$ cat config.mk
export PLATFORM = sky130hd
export DESIGN_NAME = kbd_spi_rx
export DESIGN_NICKNAME = d
export VERILOG_FILES = /design/src/rtl/kbd_spi_pkg.sv /design/src/rtl/kbd_spi_sync.sv /design/src/rtl/kbd_spi_rx.sv
export SDC_FILE = /design/constraint.sdc
export NUM_CORES = 1
export LEC_CHECK = 0
export ABC_AREA = 0
export BUFFER_PORTS_ARGS = -buffer_cell sky130_fd_sc_hd__buf_4
export CORE_ASPECT_RATIO = 0.5
export CORE_MARGIN = 2
export CORE_UTILIZATION = 50
export DETAILED_ROUTE_END_ITERATION = 10
export GPL_TIMING_DRIVEN = 0
export HOLD_SLACK_MARGIN = 0.15
export PLACE_DENSITY = 0.77
export SKIP_LAST_GASP = 1
export SYNTH_ARGS = -nofsm -noshare
export SYNTH_HDL_FRONTEND = slang
export SYNTH_HIERARCHICAL = 1
export SYNTH_SLANG_ARGS = --single-unit
$ cat constraint.sdc
create_clock -name CLK_14MHZ -period 2.3 [get_ports CLK_14MHZ]
set_input_delay 0 -clock CLK_14MHZ [delete_from_list [all_inputs] [get_ports CLK_14MHZ]]
set_output_delay 0 -clock CLK_14MHZ [all_outputs]
set_load 0.02 [all_outputs]
$ cat src/rtl/kbd_spi_pkg.sv
// kbd_spi_pkg: shared types and constants for the
// keyboard/joystick SPI receiver.
package kbd_spi_pkg;

   typedef enum logic [1:0] {
      IDLE,
      CMD,
      DATA,
      DISCARD
   } state_t;

   localparam logic [7:0] CMD_MATRIX_DEF = 8'h01;
   localparam logic [7:0] CMD_JOY_DEF    = 8'h02;

   localparam int MATRIX_BITS = 40;
   localparam int JOY_BITS    = 8;
   localparam int ROW_BITS    = 5;
   localparam int NUM_ROWS    = 8;
   localparam int CNT_W       = 6;

endpackage

$ cat src/rtl/kbd_spi_sync.sv
// kbd_spi_sync: synchronizer for one async pin plus
// registered rise/fall pulses, muted until the chain holds real samples.
module kbd_spi_sync #(
   parameter int   STAGES  = 2,
   parameter logic RST_VAL = 1'b0
) (
   input  logic i_clk,
   input  logic i_rst_n,
   input  logic i_async,
   output logic o_level,
   output logic o_rise,
   output logic o_fall
);

   logic [STAGES-1:0] r_sync;
   logic [STAGES:0]   r_vld;
   logic              r_prev;
   logic              r_rise;
   logic              r_fall;

   // Shift the pin in, track the previous level and emit edge pulses.
   // r_vld blocks a false edge from the reset value against a pin
   // that is already at the opposite level when reset is released.
   always_ff @(posedge i_clk or negedge i_rst_n) begin
      if (!i_rst_n) begin
         r_sync <= {STAGES{RST_VAL}};
         r_vld  <= '0;
         r_prev <= RST_VAL;
         r_rise <= 1'b0;
         r_fall <= 1'b0;
      end else begin
         r_sync <= {r_sync[STAGES-2:0], i_async};
         r_vld  <= {r_vld[STAGES-1:0], 1'b1};
         r_prev <= r_sync[STAGES-1];
         r_rise <= r_vld[STAGES] & r_sync[STAGES-1] & ~r_prev;
         r_fall <= r_vld[STAGES] & ~r_sync[STAGES-1] & r_prev;
      end
   end

   assign o_level = r_prev;
   assign o_rise  = r_rise;
   assign o_fall  = r_fall;

endmodule

$ cat src/rtl/kbd_spi_rx.sv
// kbd_spi_rx: SPI slave that receives ZX key matrix and
// Kempston joystick frames and serves them to the port read paths.
module kbd_spi_rx
   import kbd_spi_pkg::*;
#(
   parameter int         SYNC_STAGES = 2,
   parameter logic [7:0] CMD_MATRIX  = CMD_MATRIX_DEF,
   parameter logic [7:0] CMD_JOY     = CMD_JOY_DEF
) (
   input  logic                CLK_14MHZ,
   input  logic                CPU_RESET,
   input  logic                KBD_CLK,
   input  logic                KBD_CS,
   input  logic                KBD_DI,
   input  logic [7:0]          A_HI,
   output logic [ROW_BITS-1:0] KBD_ROWS,
   output logic [JOY_BITS-1:0] JOY,
   output logic                FRAME_OK,
   output logic                FRAME_ERR
);

   localparam logic [CNT_W-1:0] EXP_MATRIX = CNT_W'(MATRIX_BITS);
   localparam logic [CNT_W-1:0] EXP_JOY    = CNT_W'(JOY_BITS);

   logic w_sck_rise, w_sck_fall, w_sck_lvl;
   logic w_cs_rise, w_cs_fall, w_cs_lvl;
   logic w_di, w_di_rise, w_di_fall;
   logic w_unused;
   logic w_bit;

   state_t                 r_state, w_state_nxt;
   logic [CNT_W-1:0]       r_cnt, w_cnt_nxt;
   logic [CNT_W-1:0]       r_expect, w_expect_nxt;
   logic                   r_is_joy, w_is_joy_nxt;
   logic [MATRIX_BITS-1:0] r_shift, w_shift_nxt;
   logic [MATRIX_BITS-1:0] r_matrix;
   logic [JOY_BITS-1:0]    r_joy;
   logic                   r_ok, r_err;
   logic                   w_commit, w_err;
   logic [7:0]             w_byte;
   logic [ROW_BITS-1:0]    w_rows;

   kbd_spi_sync #(.STAGES(SYNC_STAGES), .RST_VAL(1'b0)) u_sck (
      .i_clk   (CLK_14MHZ),
      .i_rst_n (CPU_RESET),
      .i_async (KBD_CLK),
      .o_level (w_sck_lvl),
      .o_rise  (w_sck_rise),
      .o_fall  (w_sck_fall)
   );

   kbd_spi_sync #(.STAGES(SYNC_STAGES), .RST_VAL(1'b1)) u_cs (
      .i_clk   (CLK_14MHZ),
      .i_rst_n (CPU_RESET),
      .i_async (KBD_CS),
      .o_level (w_cs_lvl),
      .o_rise  (w_cs_rise),
      .o_fall  (w_cs_fall)
   );

   kbd_spi_sync #(.STAGES(SYNC_STAGES), .RST_VAL(1'b1)) u_di (
      .i_clk   (CLK_14MHZ),
      .i_rst_n (CPU_RESET),
      .i_async (KBD_DI),
      .o_level (w_di),
      .o_rise  (w_di_rise),
      .o_fall  (w_di_fall)
   );

   assign w_unused = &{w_sck_lvl, w_sck_fall, w_di_rise, w_di_fall};
   assign w_bit    = w_sck_rise & ~w_cs_lvl;
   assign w_byte   = {r_shift[6:0], w_di};

   // State, bit counter and shadow register.
   always_ff @(posedge CLK_14MHZ or negedge CPU_RESET) begin
      if (!CPU_RESET) begin
         r_state  <= IDLE;
         r_cnt    <= '0;
         r_expect <= '0;
         r_is_joy <= 1'b0;
         r_shift  <= '0;
      end else begin
         r_state  <= w_state_nxt;
         r_cnt    <= w_cnt_nxt;
         r_expect <= w_expect_nxt;
         r_is_joy <= w_is_joy_nxt;
         r_shift  <= w_shift_nxt;
      end
   end

   // Frame sequencing: CS edges frame the transfer, SCK rises
   // shift bits; a CS rise decides between commit and discard.
   always_comb begin
      w_state_nxt  = r_state;
      w_cnt_nxt    = r_cnt;
      w_expect_nxt = r_expect;
      w_is_joy_nxt = r_is_joy;
      w_shift_nxt  = r_shift;
      w_commit     = 1'b0;
      w_err        = 1'b0;
      if (w_cs_rise) begin
         w_state_nxt = IDLE;
         if (r_state == DATA && r_cnt == r_expect) begin
            w_commit = 1'b1;
         end else if (r_state != IDLE) begin
            w_err = 1'b1;
         end
      end else if (w_cs_fall && r_state == IDLE) begin
         w_state_nxt = CMD;
         w_cnt_nxt   = '0;
         w_shift_nxt = '0;
      end else if (w_bit) begin
         unique case (r_state)
            CMD: begin
               w_shift_nxt = {r_shift[MATRIX_BITS-2:0], w_di};
               w_cnt_nxt   = r_cnt + 1'b1;
               if (r_cnt == CNT_W'(7)) begin
                  w_cnt_nxt = '0;
                  if (w_byte == CMD_MATRIX) begin
                     w_expect_nxt = EXP_MATRIX;
                     w_is_joy_nxt = 1'b0;
                     w_state_nxt  = DATA;
                  end else if (w_byte == CMD_JOY) begin
                     w_expect_nxt = EXP_JOY;
                     w_is_joy_nxt = 1'b1;
                     w_state_nxt  = DATA;
                  end else begin
                     w_state_nxt = DISCARD;
                  end
               end
            end
            DATA: begin
               w_shift_nxt = {r_shift[MATRIX_BITS-2:0], w_di};
               w_cnt_nxt   = r_cnt + 1'b1;
               if (r_cnt == r_expect) begin
                  w_state_nxt = DISCARD;
               end
            end
            default: begin
            end
         endcase
      end
   end

   // Committed matrix/joystick state and the result pulses.
   always_ff @(posedge CLK_14MHZ or negedge CPU_RESET) begin
      if (!CPU_RESET) begin
         r_matrix <= '1;
         r_joy    <= '0;
         r_ok     <= 1'b0;
         r_err    <= 1'b0;
      end else begin
         r_ok  <= w_commit;
         r_err <= w_err;
         if (w_commit && !r_is_joy) begin
            r_matrix <= r_shift;
         end
         if (w_commit && r_is_joy) begin
            r_joy <= r_shift[JOY_BITS-1:0];
         end
      end
   end

   // Half-row read mux: AND of every selected (low) row.
   always_comb begin
      w_rows = '1;
      for (int r = 0; r < NUM_ROWS; r++) begin
         if (!A_HI[r]) begin
            w_rows = w_rows & r_matrix[r*ROW_BITS +: ROW_BITS];
         end
      end
   end

   assign KBD_ROWS  = w_rows;
   assign JOY       = r_joy;
   assign FRAME_OK  = r_ok;
   assign FRAME_ERR = r_err;

endmodule

Word-level counts from Yosys, hierarchy flattened --
Cells that the tools add are included.
Storage, ports and cells: output and inout bits 15, input bits 13, logic and storage cells 98, bits in registers 123
Operators by class: reduce and logical (&&, ||, !) cells 18, equality and inequality tests 8, multiplexer cells 32, bitwise logic cells 19, $add $sub $neg 1
Operator list (count):
- 2-to-1 mux 40 bit | 3
- 2-to-1 mux 5 bit | 8
- bitwise AND 5 bit | 7
- 2-to-1 mux 6 bit | 5
- one-hot mux 6 bit (2 select lines) | 1
- 2-to-1 mux 2 bit | 5
- 2-to-1 mux 1 bit | 9
- equality test 8 x 1 -> 1 bit (second input constant) | 1
- equality test 8 x 2 -> 1 bit (second input constant) | 1
- nonzero test 2 bit | 4
- bitwise AND 1 bit | 7
- adder 6 x 1 -> 6 bit (second input constant) | 1
- equality test 6 x 3 -> 1 bit (second input constant) | 1
- equality test 6 bit | 1
- AND reduction 3 bit | 2
- AND reduction 6 bit | 1
- nonzero test 3 bit | 2
- inverter 1 bit | 5
- logical AND 1 bit | 4
- != test 4 x 1 -> 1 bit (second input constant) | 1
- != test 4 x 3 -> 1 bit (second input constant) | 1
- one-hot mux 2 bit (2 select lines) | 1
- AND reduction 4 bit | 1
- nonzero test 4 bit | 1
- other kinds (5) | 5

Longest topological paths before layout --
Gate-level depths: netlist (run 1).
depth after elaboration 15, depth in mapped cells 8, depth with buffers taken out 6

Hierarchy --
The synthesis (run 1) kept the hierarchy.
By module, submodules not included:
- kbd_spi_rx | area each 4570.6 um^2, instances 1, cells an instance 386, seq. area each 2577.5 um^2
- kbd_spi_sync (u_cs ...) | area each 225.2 um^2, instances 2, cells an instance 11, seq. area each 203.9 um^2
- kbd_spi_sync (u_sck) | area each 221.5 um^2, instances 1, cells an instance 11, seq. area each 200.2 um^2

Least setup slack after synthesis (run 1) --
OpenSTA, ideal clock, no wires.
kind reg2reg, from reg r_cnt[0], to reg r_matrix[0], library setup time 82 ps, arrival 1797 ps, path buffers 2, data required time 2218 ps, setup slack 421 ps, stages on the path, launching flop included 9, clock period less this slack 1879 ps, cell sequence dfrtp_1 inv_1 ha_1 nor3b_1 and4_4 and3_4 buf_6 buf_12 mux2_4
On the way: word-level cells in the longest chain between the ends 5
Ends and longest elaborated chain:
- start: declaration | RTL line kbd_spi_rx.sv:32 | logic [CNT_W-1:0] r_cnt, w_cnt_nxt;
- start signal: assignment | RTL line kbd_spi_rx.sv:84 | r_cnt <= w_cnt_nxt;
- equality test 6 bit | RTL line kbd_spi_rx.sv:103 | if (r_state == DATA && r_cnt == r_expect) begin
- logical AND 1 bit | RTL line kbd_spi_rx.sv:103
- 2-to-1 mux 1 bit | RTL line kbd_spi_rx.sv:103
- 2-to-1 mux 1 bit | RTL line kbd_spi_rx.sv:101 | if (w_cs_rise) begin
- logical AND 1 bit | RTL line kbd_spi_rx.sv:155 | if (w_commit && !r_is_joy) begin
- end signal: assignment | RTL line kbd_spi_rx.sv:156 | r_matrix <= r_shift;
- end: declaration | RTL line kbd_spi_rx.sv:36 | logic [MATRIX_BITS-1:0] r_matrix;
Every way passes these cells. A chain may end at the register's enable or synchronous reset.

Worst setup path after layout (run 1) --
from reg r_state[0], to reg r_shift[17]
On the way: word-level cells in the longest chain between the ends 4, elaborated cells on any way between the ends 9, classes of those cells 2 x eq/ne; 1 x mux; 6 x reduce/logical
Ends and longest elaborated chain:
- start: declaration | RTL line kbd_spi_rx.sv:31 | state_t r_state, w_state_nxt;
- start signal: assignment | RTL line kbd_spi_rx.sv:83 | r_state <= w_state_nxt;
- equality test 2 bit, or another cell as far along | RTL line kbd_spi_rx.sv:113 | unique case (r_state)
- OR reduction 2 bit (no source line) / logical AND 1 bit (equally long branches)
- nonzero test 2 bit (no source line)
- AND reduction 3 bit (no source line)
- end signal: assignment | RTL line kbd_spi_rx.sv:87 | r_shift <= w_shift_nxt;
- end: declaration | RTL line kbd_spi_rx.sv:35 | logic [MATRIX_BITS-1:0] r_shift, w_shift_nxt;
Several ways; a longest one is shown, not always the timed one.

==> results of run 1 <==
report_power, final:
group	leakage [nW]	internal, mW	total (mW)	switching (mW)
registers	1.47	2.21	2.32	0.118
logic	0.860	0.176	0.472	0.296
clock network	0.288	1.72	2.67	0.953
total	2.61	4.10	5.47	1.37
final cells by class:
type                    count  area (um^2)
fillers                   674         3500
flip-flops and latches    119         3040
multi-input cells         265         1870
clock buffers              19          443
repair buffers             34          294
well taps                 135          169
clock inverters            13          155
plain buffers              18          140
inverters                   7         26.3
repair_timing:
item / in CTS / in global routing
hold endpoints to repair: 122 / 0
pin swaps: 0 / 0
gates resized for setup: 1 / 1
hold buffers: 6 / 0
gates cloned: 0 / 0
endpoints found under the setup margin: 7 / 2
worst paths after layout:
kind,end,slack [ns],depth (start not counted)
worst min-delay path,u_di/r_sync[0],0.24,2
worst max register to register,r_shift[17],0.10,8
worst min register to register,u_sck/r_vld[2],0.35,0
worst max-delay path,r_shift[17],0.10,8
max in group asynchronous,u_sck/o_level,0.72,4
min in group asynchronous,u_cs/o_level,0.64,3
registers in the layout, indices dropped and copies added (netlist names), 2 cells and up:
signal and flops:
u_di/r_sync 2, u_cs/r_vld 3, r_expect 2, r_matrix 40, r_shift 40, u_cs/r_sync 2
u_sck/r_sync 2, r_state 2, u_sck/r_vld 3, JOY 8, r_cnt 6
worst register-to-register path, delay by kind of cell, from the launching register on:
kind,cells,cell delay (ns)
AOI/OAI and AO/OA,2,0.51
adders and majority gates,1,0.22
buffers and inverters,3,0.67
and+or+nand+nor,2,0.31
DFF,1,0.36
routing by layer:
metal | vias to the layer above | track usage, % | part of all wire (%)
met5 | - | 0 | 0
met4 | 0 | 13.3 | 3.8
met3 | 32 | 6.30 | 4.6
met2 | 98 | 34.9 | 47
met1 | 1754 | 27.1 | 44
li1 | 1542 | - | -
layout by cell type, fill, tap and decap left out, types with 2 or more instances in the layout:
| master | instances |
|---|---|
| conb_1 | 2 |
| xnor2_1 | 2 |
| clkbuf_1 | 14 |
| mux2_2 | 8 |
| dfstp_2 | 46 |
| dlygate4sd3_1 | 6 |
| ha_1 | 5 |
| mux2_4 | 40 |
| bufinv_16 | 3 |
| nor4_1 | 7 |
| nand3_1 | 4 |
| clkinvlp_4 | 3 |
| nor3_1 | 2 |
| clkinv_2 | 5 |
| nor2_1 | 5 |
| o22ai_1 | 20 |
| buf_6 | 2 |
| nand2_1 | 89 |
| dfrtp_1 | 73 |
| o21ai_0 | 48 |
| buf_4 | 26 |
| inv_1 | 7 |
| clkbuf_16 | 17 |
| or2_2 | 2 |
| buf_12 | 4 |
| clkinv_4 | 2 |
| and3b_1 | 4 |
metrics by stage:
step	util, %	hold WS [ns]
2_1_floorplan	-	-0.296
3_3_place_gp	56.4	0.108
3_5_place_dp	56.7	-0.167
4_1_cts	63.6	0.230
5_1_grt	63.7	0.250
6_report	63.7	0.241
==> results.py, run 1 <==
metrics = {
    "final_layout": {
        "drive_gt1_share_pct": 35.4,
        "fin_cells": 610,
        "syn2layout_area_growth_pct": 21.2,
        "diodes": 0,
        "final_cell_area_mm2": 0.00613,
        "layout.nets": 480,
    },
    "global_routing": {
        "first_global_vias": 3354,
        "antenna_found_initial": 0,
        "grt_first_pass_wirelength_mm": 17.7,
        "grt_overflow": 0,
        "grt_usage_pct": 21.7,
        "grt_max_degree": 107,
    },
    "clock_network": {
        "numCtsBuffers": 17,
        "cts.path.max_buffers": 2,
        "clkSinkCount": 119,
        "clk_pin_slew_ns": 0.06,
        "cts_tree": "built",
        "post_cts_buffers": 0,
        "clk_latency_ns": 0.41,
        "htree_levels": 4,
        "root_buffer": "clkbuf_16",
    },
    "setup_path": {
        "cp.buffers_inverters": 3,
        "crit_start": "r_state[0]",
        "slowest_stage": "clkbuf_1",
        "critPathKind": "reg -> reg",
        "worstPathMaxFanout": 10,
        "cp.arrival_ns": 2.49,
        "reg2reg_from": "r_state[0]",
        "endpoint_kind": "register",
        "crit_chain": "inv_1 > ha_1 > and2_1 > clkbuf_1 > o21ai_4 > clkbuf_1 > nand2_1 > o21ai_0",
        "crit_path_start_kind": "register",
        "cpLargestDelayFamily": "buffers and inverters",
        "cpPeakStageDelay_ns": 0.38,
        "cp_data_required_time_ns": 2.60,
        "path_common_cell": "clkbuf_1",
    },
    "routing": {
        "firstDrtPassIters": 6,
        "route.detailed.wl_per_inst_um": 17.9,
        "num_vias": 3426,
        "drt_iter0_markers": 275,
        "drtAntennaViolNets": 0,
        "vias_per_cell": 5.62,
        "drt-total-wl_mm": 10.9,
        "drc": 0,
    },
    "floorplan": {
        "die-area_mm2": 0.0110,
        "rows": 25,
        "die_h_um": 75.2,
        "design.portCount": 28,
        "die_width_um": 146,
        "start_util_pct": 52.5,
        "core-area_mm2": 0.00963,
    },
    "sta": {
        "post-route-period-util_pct": 95.5,
        "fin_tns_setup_ns": 0,
        "tightest_slew_ns": 0.617,
        "rsz0062_at_grt": "false",
        "slew_headroom_pct": 58.5,
        "min_period_ns": 2.20,
        "hold_viol_final": 0,
        "fmax_ghz": 0.455,
        "clock_skew_ns": 0.00859,
        "setup_violations": 0,
        "report.final.slew_viol_count": 0,
        "worst_slack_ns": 0.104,
    },
    "synth": {
        "synth_warnings": 6,
        "synth_nets": 427,
        "mappedNetlistArea_mm2": 0.00506,
        "syn_inst": 409,
        "avgSynthCellArea_um2": 12.4,
    },
    "power_and_ir_drop": {
        "finalPower_mw": 5.47,
        "p_leak_nw": 2.61,
        "peakVddDrop_v": 0.000447,
        "p_per_area_mw_per_mm2": 892,
    },
    "job": {
        "maxCapViolations": 0,
    },
    "placed_design": {
        "place_inst": 572,
        "dp_worst_setup_slack_ns": 0.0516,
        "dp_hpwl_mm": 6.66,
        "portBuffers": 27,
        "postPlaceCellArea_mm2": 0.00547,
        "place_congestion": 0.855,
    },
    "min_path": {
        "hold_class": "in -> reg",
        "hp-start": "KBD_DI",
    },
    "outcome": {
        "status": "complete, no violations",
    },
}
No activity file was read; power rests on OpenSTA's default activity.
==> run 2: changes to the inputs <==
--- a/config.mk
+++ b/config.mk
@@ -5,7 +5,7 @@
 export SDC_FILE = /design/constraint.sdc
 export NUM_CORES = 1
 export LEC_CHECK = 0
-export ABC_AREA = 0
+export ABC_AREA = 1
 export BUFFER_PORTS_ARGS = -buffer_cell sky130_fd_sc_hd__buf_4
 export CORE_ASPECT_RATIO = 0.5
 export CORE_MARGIN = 2
==> run 2 against run 1 <==
Maximum frequency rose by 11%. Highest routed layer unchanged. Setup slack improved by 0.21 ns. Via count rose by 20%. Non-clock buffer count rose by 11. Final cell count rose by 24%. Flip-flop and latch count did not move. Cell area rose by 0.90%.
==> results.py, run 2 <==
metrics = {
    "outcome": {
        "status": "complete, no violations",
    },
    "global_routing": {
        "grt_usage_pct": 22.9,
        "grt_first_pass_wirelength_mm": 19.1,
        "first_global_vias": 3927,
        "antenna_found_initial": 0,
        "grt_max_degree": 90,
        "grt_overflow": 0,
    },
    "clock_network": {
        "htree_levels": 4,
        "clk_latency_ns": 0.42,
        "cts_resized": 0,
        "ctsHoldBuffers": 6,
        "cts.path.max_buffers": 2,
        "numCtsBuffers": 17,
        "root_buffer": "clkbuf_16",
        "clk_pin_slew_ns": 0.06,
        "clkSinkCount": 119,
        "cts_tree": "built",
        "post_cts_buffers": 0,
    },
    "setup_path": {
        "critPathKind": "reg -> reg",
        "cp.buffers_inverters": 2,
        "cpPeakStageDelay_ns": 0.40,
        "cp_data_required_time_ns": 2.66,
        "cpLargestDelayFamily": "simple AND/OR/NAND/NOR gates",
        "endpoint_kind": "register",
        "slowest_stage": "dfrtp_1",
        "cp.arrival_ns": 2.34,
        "crit_path_start_kind": "register",
        "crit_chain": "inv_1 > ha_1 > nand2_1 > nand2_1 > nand2_1 > nor2_4 > buf_2 > nand3_1 > nand2_1",
        "worstPathMaxFanout": 10,
        "path_common_cell": "nand2_1",
    },
    "sta": {
        "fin_tns_setup_ns": 0,
        "min_period_ns": 1.99,
        "report.final.slew_viol_count": 0,
        "tightest_slew_ns": 0.505,
        "rsz0062_at_grt": "false",
        "clock_skew_ns": 0.00909,
        "fmax_ghz": 0.504,
        "slew_headroom_pct": 66.3,
        "post-route-period-util_pct": 86.3,
        "setup_violations": 0,
        "hold_viol_final": 0,
    },
    "job": {
        "maxCapViolations": 0,
    },
    "placed_design": {
        "portBuffers": 27,
        "dp_hpwl_mm": 7.55,
        "place_congestion": 0.837,
    },
    "floorplan": {
        "rows": 25,
        "die-area_mm2": 0.0111,
        "core-area_mm2": 0.00967,
        "start_util_pct": 52.7,
        "design.portCount": 28,
        "die_h_um": 75.3,
        "die_width_um": 147,
    },
    "min_path": {
        "hold_class": "in -> reg",
    },
    "final_layout": {
        "seqCellArea_mm2": 0.00304,
        "layout.nets": 626,
        "layout_commonest_cell": "nand2_1",
        "syn2layout_area_growth_pct": 21.6,
        "drive_gt1_share_pct": 21.1,
        "final_cell_mix": "nand2_1, nand3_1, dfrtp_1",
        "multi_input_area_mm2": 0.00179,
        "fin_util_pct": 64.0,
        "fillCellCount": 748,
        "diodes": 0,
    },
    "power_and_ir_drop": {
        "p_per_area_mw_per_mm2": 963,
        "p_leak_nw": 3.11,
        "peakVddDrop_v": 0.000557,
        "finalPower_mw": 5.96,
    },
    "synth": {
        "mappedNetlistArea_mm2": 0.00509,
        "avgSynthCellArea_um2": 9.17,
        "synth_nets": 573,
        "synth_warnings": 6,
        "syn_inst": 555,
    },
    "routing": {
        "route.detailed.wl_per_inst_um": 15.1,
        "num_vias": 4116,
        "drt-total-wl_mm": 11.4,
        "vias_per_cell": 5.44,
        "drtAntennaViolNets": 0,
        "drc": 0,
        "firstDrtPassIters": 4,
        "drt_iter0_markers": 277,
    },
}
run 2: cell types whose count changed in the layout (fill, tap and decap cells not counted), sizes merged, moves of 14 or more:
cell	change
nand2	+80
nand3	+94
mux2	-49
buf	+14
inv	+18
nor2	+17
run 2: power by group:
group,switching (mW),internal (mW)
logic,0.598,0.270
registers,0.115,2.23
clock network,0.937,1.82
total,1.65,4.31
run 2: path summary, 6_finish.rpt:
kind | depth (start not counted) | slack (ns) | start | endpoint
worst max-delay path | 9 | 0.31 | r_state[0] | r_shift[39]
worst min-delay path | 2 | 0.23 | KBD_DI | u_di/r_sync[0]
worst max register to register | 9 | 0.31 | r_state[0] | r_shift[39]
worst min register to register | 0 | 0.35 | u_cs/r_vld[1] | u_cs/r_vld[2]
max in group asynchronous | 4 | 1.16 | CPU_RESET | r_matrix[26]
min in group asynchronous | 4 | 0.68 | CPU_RESET | u_sck/r_sync[0]
run 2: layout make-up:
| class | count | share of cell area [%] |
|---|---|---|
| tap | 135 | 2.73 |
| sequential | 119 | 49.0 |
| buffer | 29 | 2.71 |
| multi-input combinational | 382 | 29.0 |
| clock buffer | 21 | 7.76 |
| inverter | 25 | 1.52 |
| clock inverter | 11 | 2.37 |
| timing repair buffer | 34 | 4.91 |
run 2: per-layer routing:
layer  routed length, um  track usage (%)  part of all wire (%)
met3                 728             7.31                   6.4
met5                   0                0                     0
met1                5320             30.0                    47
met2                5230             36.9                    46
met4                 131             8.31                   1.1
run 2: per-stage QoR:
step                      cell area, um^2  hold slack (ns)  instances  worst slack, ns
after global placement               5460            0.109        717            0.393
after detailed placement             5490           -0.101        718            0.329
final                                6190            0.234        756            0.314
after CTS                            6190            0.222        756            0.288
after global routing                 6190            0.220        756           0.0530
after floorplan                      5090           -0.296        555            0.759
